[src/rtl/sb_pkg.sv]
// Shared sideband constants used by the TX FIFO slice.
package sb_pkg;

    localparam int unsigned SB_PKT_W         = 64;
    localparam int unsigned SB_TX_FIFO_DEPTH = 4;

endpackage

[src/rtl/sb_tx_param_fifo_if.sv]
// Push/pop/status bundle between the sideband encoder, the TX FIFO and the serializer.
interface sb_tx_param_fifo_if
    import sb_pkg::*;
#(
    parameter int unsigned DATA_W = SB_PKT_W,
    parameter int unsigned DEPTH  = SB_TX_FIFO_DEPTH
);

    logic                     i_write_enable;
    logic [DATA_W-1:0]        i_data_in;
    logic                     i_read_enable;
    logic                     i_flush;
    logic [DATA_W-1:0]        o_data_out;
    logic                     o_empty;
    logic                     o_full;
    logic                     o_almost_full;
    logic [$clog2(DEPTH):0]   o_count;
    logic                     o_ser_done_sampled;
    logic                     o_overflow;
    logic                     o_underflow;

    modport master (
        output i_write_enable, i_data_in, i_read_enable, i_flush,
        input  o_data_out, o_empty, o_full, o_almost_full, o_count,
               o_ser_done_sampled, o_overflow, o_underflow
    );

    modport slave (
        input  i_write_enable, i_data_in, i_read_enable, i_flush,
        output o_data_out, o_empty, o_full, o_almost_full, o_count,
               o_ser_done_sampled, o_overflow, o_underflow
    );

endinterface

[src/rtl/sb_fifo_mem.sv]
// DEPTH x DATA_W register array: synchronous write, combinational read, no reset.
module sb_fifo_mem
    import sb_pkg::*;
#(
    parameter int unsigned DATA_W = SB_PKT_W,
    parameter int unsigned DEPTH  = SB_TX_FIFO_DEPTH
) (
    input  logic                     clk,
    input  logic                     we,
    input  logic [$clog2(DEPTH)-1:0] waddr,
    input  logic [DATA_W-1:0]        wdata,
    input  logic [$clog2(DEPTH)-1:0] raddr,
    output logic [DATA_W-1:0]        rdata
);

    logic [DATA_W-1:0] mem [DEPTH];

    always_ff @(posedge clk) begin
        if (we) begin
            mem[waddr] <= wdata;
        end
    end

    assign rdata = mem[raddr];

endmodule

[src/rtl/sb_tx_param_fifo.sv]
// Sideband TX FIFO: pointers, push/pop acceptance, sticky error flags and read-data register.
module sb_tx_param_fifo
    import sb_pkg::*;
#(
    parameter int unsigned DATA_W       = SB_PKT_W,
    parameter int unsigned DEPTH        = SB_TX_FIFO_DEPTH,
    parameter int unsigned AFULL_THRESH = DEPTH - 1,
    parameter bit          FWFT         = 1'b0
) (
    input  logic              i_clk,
    input  logic              i_rst,
    sb_tx_param_fifo_if.slave bus
);

    localparam int unsigned      AW      = $clog2(DEPTH);
    localparam int unsigned      PW      = AW + 1;
    localparam logic [PW-1:0]    DEPTH_P = PW'(DEPTH);
    localparam logic [PW-1:0]    AFULL_P = PW'(AFULL_THRESH);

    logic [PW-1:0]     wr_ptr;
    logic [PW-1:0]     rd_ptr;
    logic [PW-1:0]     count;
    logic              rd_ok;
    logic              wr_ok;
    logic              mem_we;
    logic [DATA_W-1:0] rdata;
    logic [DATA_W-1:0] dout_q;
    logic              overflow;
    logic              underflow;
    logic              ser_done;

    // A pop in the same cycle frees a slot, so a push while full is still accepted.
    always_comb begin
        count  = wr_ptr - rd_ptr;
        rd_ok  = bus.i_read_enable && (count != '0);
        wr_ok  = bus.i_write_enable && ((count < DEPTH_P) || rd_ok);
        mem_we = wr_ok && !bus.i_flush;
    end

    sb_fifo_mem #(
        .DATA_W (DATA_W),
        .DEPTH  (DEPTH)
    ) u_mem (
        .clk   (i_clk),
        .we    (mem_we),
        .waddr (wr_ptr[AW-1:0]),
        .wdata (bus.i_data_in),
        .raddr (rd_ptr[AW-1:0]),
        .rdata (rdata)
    );

    always_ff @(posedge i_clk or posedge i_rst) begin
        if (i_rst) begin
            wr_ptr    <= '0;
            rd_ptr    <= '0;
            dout_q    <= '0;
            overflow  <= 1'b0;
            underflow <= 1'b0;
            ser_done  <= 1'b0;
        end else begin
            ser_done <= bus.i_read_enable;
            if (bus.i_flush) begin
                wr_ptr    <= '0;
                rd_ptr    <= '0;
                dout_q    <= '0;
                overflow  <= 1'b0;
                underflow <= 1'b0;
            end else begin
                if (wr_ok) begin
                    wr_ptr <= wr_ptr + 1'b1;
                end
                if (rd_ok) begin
                    rd_ptr <= rd_ptr + 1'b1;
                    dout_q <= rdata;
                end
                if (bus.i_write_enable && !wr_ok) begin
                    overflow <= 1'b1;
                end
                if (bus.i_read_enable && !rd_ok) begin
                    underflow <= 1'b1;
                end
            end
        end
    end

    assign bus.o_count            = count;
    assign bus.o_empty            = (count == '0);
    assign bus.o_full             = (count == DEPTH_P);
    assign bus.o_almost_full      = (count >= AFULL_P);
    assign bus.o_overflow         = overflow;
    assign bus.o_underflow        = underflow;
    assign bus.o_ser_done_sampled = ser_done;
    assign bus.o_data_out         = FWFT ? ((count != '0) ? rdata : '0) : dout_q;

endmodule
[src/flat_wrapper.sv]
// flat-port wrapper written by rule: the top's interface ports become plain ports
module sb_tx_param_fifo_flat import sb_pkg::*;
#(
    parameter int unsigned DATA_W       = SB_PKT_W,
    parameter int unsigned DEPTH        = SB_TX_FIFO_DEPTH,
    parameter int unsigned AFULL_THRESH = DEPTH - 1,
    parameter bit          FWFT         = 1'b0
)
  (i_clk, i_rst, bus_i_write_enable, bus_i_data_in, bus_i_read_enable, bus_i_flush, bus_o_data_out, bus_o_empty, bus_o_full, bus_o_almost_full, bus_o_count, bus_o_ser_done_sampled, bus_o_overflow, bus_o_underflow);
  sb_tx_param_fifo_if #(.DATA_W(DATA_W), .DEPTH(DEPTH)) bus_i ();
  input  logic i_clk;
  input  logic i_rst;
  input wire logic [$bits(bus_i.i_write_enable)-1:0] bus_i_write_enable;
  input wire logic [$bits(bus_i.i_data_in)-1:0] bus_i_data_in;
  input wire logic [$bits(bus_i.i_read_enable)-1:0] bus_i_read_enable;
  input wire logic [$bits(bus_i.i_flush)-1:0] bus_i_flush;
  output wire logic [$bits(bus_i.o_data_out)-1:0] bus_o_data_out;
  output wire logic [$bits(bus_i.o_empty)-1:0] bus_o_empty;
  output wire logic [$bits(bus_i.o_full)-1:0] bus_o_full;
  output wire logic [$bits(bus_i.o_almost_full)-1:0] bus_o_almost_full;
  output wire logic [$bits(bus_i.o_count)-1:0] bus_o_count;
  output wire logic [$bits(bus_i.o_ser_done_sampled)-1:0] bus_o_ser_done_sampled;
  output wire logic [$bits(bus_i.o_overflow)-1:0] bus_o_overflow;
  output wire logic [$bits(bus_i.o_underflow)-1:0] bus_o_underflow;
  assign bus_i.i_write_enable = bus_i_write_enable;
  assign bus_i.i_data_in = bus_i_data_in;
  assign bus_i.i_read_enable = bus_i_read_enable;
  assign bus_i.i_flush = bus_i_flush;
  assign bus_o_data_out = bus_i.o_data_out;
  assign bus_o_empty = bus_i.o_empty;
  assign bus_o_full = bus_i.o_full;
  assign bus_o_almost_full = bus_i.o_almost_full;
  assign bus_o_count = bus_i.o_count;
  assign bus_o_ser_done_sampled = bus_i.o_ser_done_sampled;
  assign bus_o_overflow = bus_i.o_overflow;
  assign bus_o_underflow = bus_i.o_underflow;
  sb_tx_param_fifo #(.DATA_W(DATA_W), .DEPTH(DEPTH), .AFULL_THRESH(AFULL_THRESH), .FWFT(FWFT)) u_core (.i_clk(i_clk), .i_rst(i_rst), .bus(bus_i));
endmodule
[config.mk]
export PLATFORM = sky130hd
export DESIGN_NAME = sb_tx_param_fifo_flat
export DESIGN_NICKNAME = d
export VERILOG_FILES = /design/src/rtl/sb_pkg.sv /design/src/rtl/sb_tx_param_fifo_if.sv /design/src/rtl/sb_fifo_mem.sv /design/src/rtl/sb_tx_param_fifo.sv /design/src/flat_wrapper.sv
export SDC_FILE = /design/constraint.sdc
export NUM_CORES = 1
export LEC_CHECK = 0
export ABC_AREA = 0
export CAP_MARGIN = 20
export CORE_ASPECT_RATIO = 2
export CORE_MARGIN = 4
export CORE_UTILIZATION = 50
export CTS_BUF_LIST = sky130_fd_sc_hd__clkbuf_8
export DETAILED_ROUTE_END_ITERATION = 10
export PLACE_DENSITY = 0.73
export SLEW_MARGIN = 15
export SYNTH_ARGS = -nofsm -noshare
export SYNTH_HDL_FRONTEND = slang
export SYNTH_SLANG_ARGS = --single-unit
export TNS_END_PERCENT = 10
[constraint.sdc]
create_clock -name i_clk -period 8.1 [get_ports i_clk]
set_input_delay 1.62 -clock i_clk [delete_from_list [all_inputs] [get_ports i_clk]]
set_output_delay 1.62 -clock i_clk [all_outputs]
set_load 0.01 [all_outputs]
# Word-level counts from Yosys, hierarchy flattened

Memory sizes are Yosys's and may differ from the RTL's.
Index checks and enable logic that the tools add are counted.

Flip-flop bits (word level): 73
RAM bits: 256
Input port bits: 69
Output and inout bits: 73
Memories: 1

Add/subtract/negate cells: 3
Magnitude comparators: 2
Equal/unequal tests: 1
Muxes and demuxes: 12
Reductions and logical operators: 15

Memories:

| name             | depth | width | rd ports | clocked after Yosys merged registers in | write ports | line              | text |
|---|---|---|---|---|---|---|---|
| u_core.u_mem.mem | 4     | 64    | 1        | 0                                       | 1           | sb_fifo_mem.sv:16 | `logic [DATA_W-1:0] mem [DEPTH];` |

Operator list:

| operator                                             | number |
|---|---|
| two-way mux 64 bit                                   | 2 |
| two-way mux 3 bit                                    | 4 |
| nonzero test 2 bit                                   | 4 |
| adder 3 x 1 -> 3 bit (second input constant)         | 2 |
| two-way mux 1 bit                                    | 6 |
| logical AND 1 bit                                    | 5 |
| equality test 3 bit (second input constant)          | 1 |
| >= comparator 3 x 2 -> 1 bit (second input constant) | 1 |
| logical NOT 1 bit                                    | 3 |
| logical NOT 3 bit                                    | 1 |
| < comparator 3 bit (second input constant)           | 1 |
| nonzero test 3 bit                                   | 1 |
| subtractor 3 bit                                     | 1 |
| logical OR 1 bit                                     | 1 |

# Logic depth before layout (Yosys ltp)

Word-level depth: 9
Mapped depth: 10

# Modules after synthesis

Synthesis repeated with hierarchy kept, for this count alone.

Cell total of the unflattened synthesis: 671
Area total of the unflattened synthesis: 13090.1 um^2

By module, submodules not included:

| module           | instances | cells each | area each (um^2) | sequential area each (um^2) |
|---|---|---|---|---|
| sb_fifo_mem      | 1         | 338        | 9341.5           | 7687.4 |
| sb_tx_param_fifo | 1         | 333        | 3748.6           | 1826.8 |

# Least setup slack after synthesis

OpenSTA, ideal clock, no wires.

Kind: input -> register
Start: input port bus_i_flush
End: memory u_core.u_mem.mem[0][0] (netlist bit) (enable)
Library setup time: 0.429 ns
Arrival: 3.653 ns
Required time: 7.671 ns
Slack: 4.018 ns
Cell stages on the path: 4
Cell sequence: clkbuf_1 -> nand2b_1 -> a21oi_1 -> and2_1

Word-level cells in the longest chain between the ends: 4

Ends and longest elaborated chain:

| item                                    | line                   | text |
|---|---|---|
| from (decl)                             | flat_wrapper.sv:16     | `input wire logic [$bits(bus_i.i_flush)-1:0] bus_i_flush;` |
| logical NOT 1 bit                       | sb_tx_param_fifo.sv:37 | `mem_we = wr_ok && !bus.i_flush;` |
| logical AND 1 bit                       | sb_tx_param_fifo.sv:37 |  |
| two-way mux 1 bit                       | sb_fifo_mem.sv:19      | `if (we) begin` |
| two-way mux 1 bit (not written as such) | sb_fifo_mem.sv:20      | `mem[waddr] <= wdata;` |
| to (decl)                               | sb_fifo_mem.sv:16      |  |

Every way passes these cells.

# Final worst setup path

Start: register u_core.rd_ptr[1]
End: output port bus_o_empty

Word-level cells in the longest chain between the ends: 2

Ends and longest elaborated chain:

| item                   | line                   | text |
|---|---|---|
| from (decl)            | sb_tx_param_fifo.sv:21 | `logic [PW-1:0] rd_ptr;` |
| from (signal assigned) | sb_tx_param_fifo.sv:73 | `rd_ptr <= rd_ptr + 1'b1;` |
| subtractor 3 bit       | sb_tx_param_fifo.sv:34 | `count = wr_ptr - rd_ptr;` |
| logical NOT 3 bit      | sb_tx_param_fifo.sv:87 | `assign bus.o_empty = (count == '0);` |
| to (decl)              | flat_wrapper.sv:18     | `output wire logic [$bits(bus_i.o_empty)-1:0] bus_o_empty;` |

Every way passes these cells.

==> flow_summary.json <==
{
  "fin_nets": 907,
  "syn-num-nets": 754,
  "cts_setup_buffers": 0,
  "vias": 6377,
  "gp_congestion": 0.760,
  "clock-sinks": 329,
  "synth_area_sq_um": 13100,
  "initialDrtViolationCount": 308,
  "slew_headroom": 0.253,
  "postCtsHoldBufs": 0,
  "avgSynthCellArea_sq_um": 19.3,
  "grt_pass1_wl_um": 39900,
  "max_freq_mhz": 202,
  "synth_top_area_share": 0.588,
  "core_area_sq_um": 25800,
  "critPathSlowestCell": "dfrtp_4",
  "min_path_type": "reg -> reg",
  "die_w_um": 122,
  "rsz0062_at_grt": "false",
  "p_leak_nw": 5.57,
  "ys_seq_elements": 329,
  "hpwl_um": 15700,
  "die_height_um": 237,
  "syn_inst": 678,
  "grt_start_max_net_pins": 94,
  "cts_buffers": 42,
  "first_pass_iters": 4,
  "final_cell_mix": "edfxtp_1, clkdlybuf4s50_1, nand2b_1, dfrtp_1, mux2i_1",
  "grt_pass1_vias": 7169,
  "whs_ps": 524,
  "routedWlPerCell_um": 20.9,
  "clk_path_buf_depth": 3,
  "max_stage_delay_ps": 1070,
  "grt_overflow": 0,
  "drc_errors": 0,
  "area_growth_pct": 18.4,
  "hold_viol_final": 0,
  "synth_top_family_by_area": "multiplexers",
  "grtUsageTotal": 0.181,
  "synth_seq_area_share": 0.727,
  "synth-compound-area-share": 0.00555,
  "drive_gt1_frac": 0.154,
  "synth_top_area_cell": "edfxtp_1",
  "muxShareOfSynthArea": 0.163,
  "post-route-period-util": 0.611,
  "rows": 83,
  "cp.arrival_ps": 3330,
  "htree_levels": 2,
  "fp.dieArea_sq_um": 29000,
  "crit_chain": "inv_1, fa_1, xor3_2, inv_4, nor2_1, clkdlybuf4s50_1",
  "setup_viol": 0,
  "ys_warn_count": 0,
  "synth_area_leaders": "edfxtp_1, dfrtp_1, mux4_2",
  "clock_skew_ps": 11.0,
  "max_cap_viol_count": 0,
  "status": "complete, no violations",
  "ios": 142,
  "finalCriticalPeriod_ps": 4950,
  "avgViaCountPerCell": 5.28,
  "setup_tns_ps": 0,
  "hold_depth": 2,
  "worst_pin_slew_ps": 1120,
  "synthSimpleGateAreaFrac": 0.0709,
  "r2r_slack_ps": 4340,
  "wl_um": 25300,
  "path_clk_slew_ps": 70,
  "post_cts_resized": 0,
  "port_buffers": 141,
  "end_kind": "output pin",
  "final_antenna_net_count": 0,
  "grt_antenna_before_repair": 3,
  "worstPathMaxFanout": 67,
  "critPathKind": "reg -> out",
  "critPathLaunchType": "flop",
  "final_common_cell": "edfxtp_1",
  "worst_ep_required_time_ps": 6480,
  "synth_cell_types": 27,
  "synthXorXnorAreaFrac": 0.00258,
  "cts_tree": "yes",
  "cts_root_buffer": "clkbuf_8",
  "clk_latency_ps": 540,
  "finalMaxSlewViolations": 0,
  "ir_worst_vdd_v": 0.000190,
  "start_util": 0.508,
  "yosys.area_share.adder": 0.00727,
  "p_per_area_nw_per_um2": 299,
  "r2r_cells": 6
}
## sequential cells by signal, indices dropped and copies added (netlist names)
signal / cells
u_core.rd_ptr: 3
u_core.bus.o_underflow: 1
u_core.bus.o_overflow: 1
u_core.u_mem.mem: 256
u_core.bus.o_ser_done_sampled: 1
u_core.wr_ptr: 3
u_core.bus.o_data_out: 64
## worst max-delay path: cells and delay by family, from the launching register on
kind,cells,cell delay (ps)
DFF,1,1070
and+or+nand+nor,1,100
buffers and inverters,3,810
xor gates and xnor gates,1,310
adders and majority gates,1,480
## Yosys cell counts, drive strengths merged
master	number
a21boi	1
a21o	1
a21oi	4
a31oi	2
and2	4
buf	17
clkbuf	19
dfrtp	73
edfxtp	256
fa	1
ha	6
inv	8
mux2	3
mux2i	66
mux4	64
nand2	4
nand2b	134
nor2	8
nor2b	3
o2111ai	1
o21ai	1
xor2	1
xor3	1
## per-stage QoR
step                setup WS [ps]  instance area [sq um]   util  instances  total power [mW]
detailed placement           3670                  14700  0.571       1127              3.56
CTS                          3080                  15500  0.601       1204              4.70
global route                 2990                  15500  0.601       1207              4.87
global placement             3720                  14700  0.571       1127              3.52
finish                       3150                  15500  0.601       1207              4.63
floorplan                    4020                  13100      -        678              3.10
## kinds of logic after synthesis
logic type | count (synthesis)
fa+ha+maj | 7
buf+inv | 44
xor+xnor | 2
flops | 329
mux | 133
simple gates | 153
compound gates | 10
## final cells by class
cell class / instances / area (sq um)
antenna: 3 / 7.51
clock buffer: 47 / 647
clock inverter: 30 / 143
fill: 1946 / 10300
inverter: 8 / 33.8
multi-input combinational: 305 / 3270
sequential: 329 / 9520
tap: 340 / 425
timing repair buffer: 145 / 1440
## layer usage
layer | wire (um) | track usage | share of wire
met5 | 0 | 0 | 0
met4 | 733 | 0.0782 | 0.029
met3 | 931 | 0.0289 | 0.037
met2 | 14500 | 0.326 | 0.57
met1 | 9100 | 0.210 | 0.36
## power breakdown
part	internal [mW]	total, mW	switching [mW]
Sequential	2.03	2.20	0.169
Combinational	0.729	1.29	0.566
Clock	0.564	1.14	0.571
## worst paths after layout
path	from	endpoint
hold / removal	u_core.bus.o_overflow	u_core.bus.o_overflow
setup reg to reg	u_core.rd_ptr[1]	u_core.u_mem.mem[3][60]
hold reg to reg	u_core.bus.o_overflow	u_core.bus.o_overflow
min in group asynchronous	i_rst	u_core.bus.o_data_out[50]
setup / recovery	u_core.rd_ptr[1]	bus_o_empty
max in group asynchronous	i_rst	u_core.rd_ptr[0]
No activity file was read; power rests on OpenSTA's default activity.
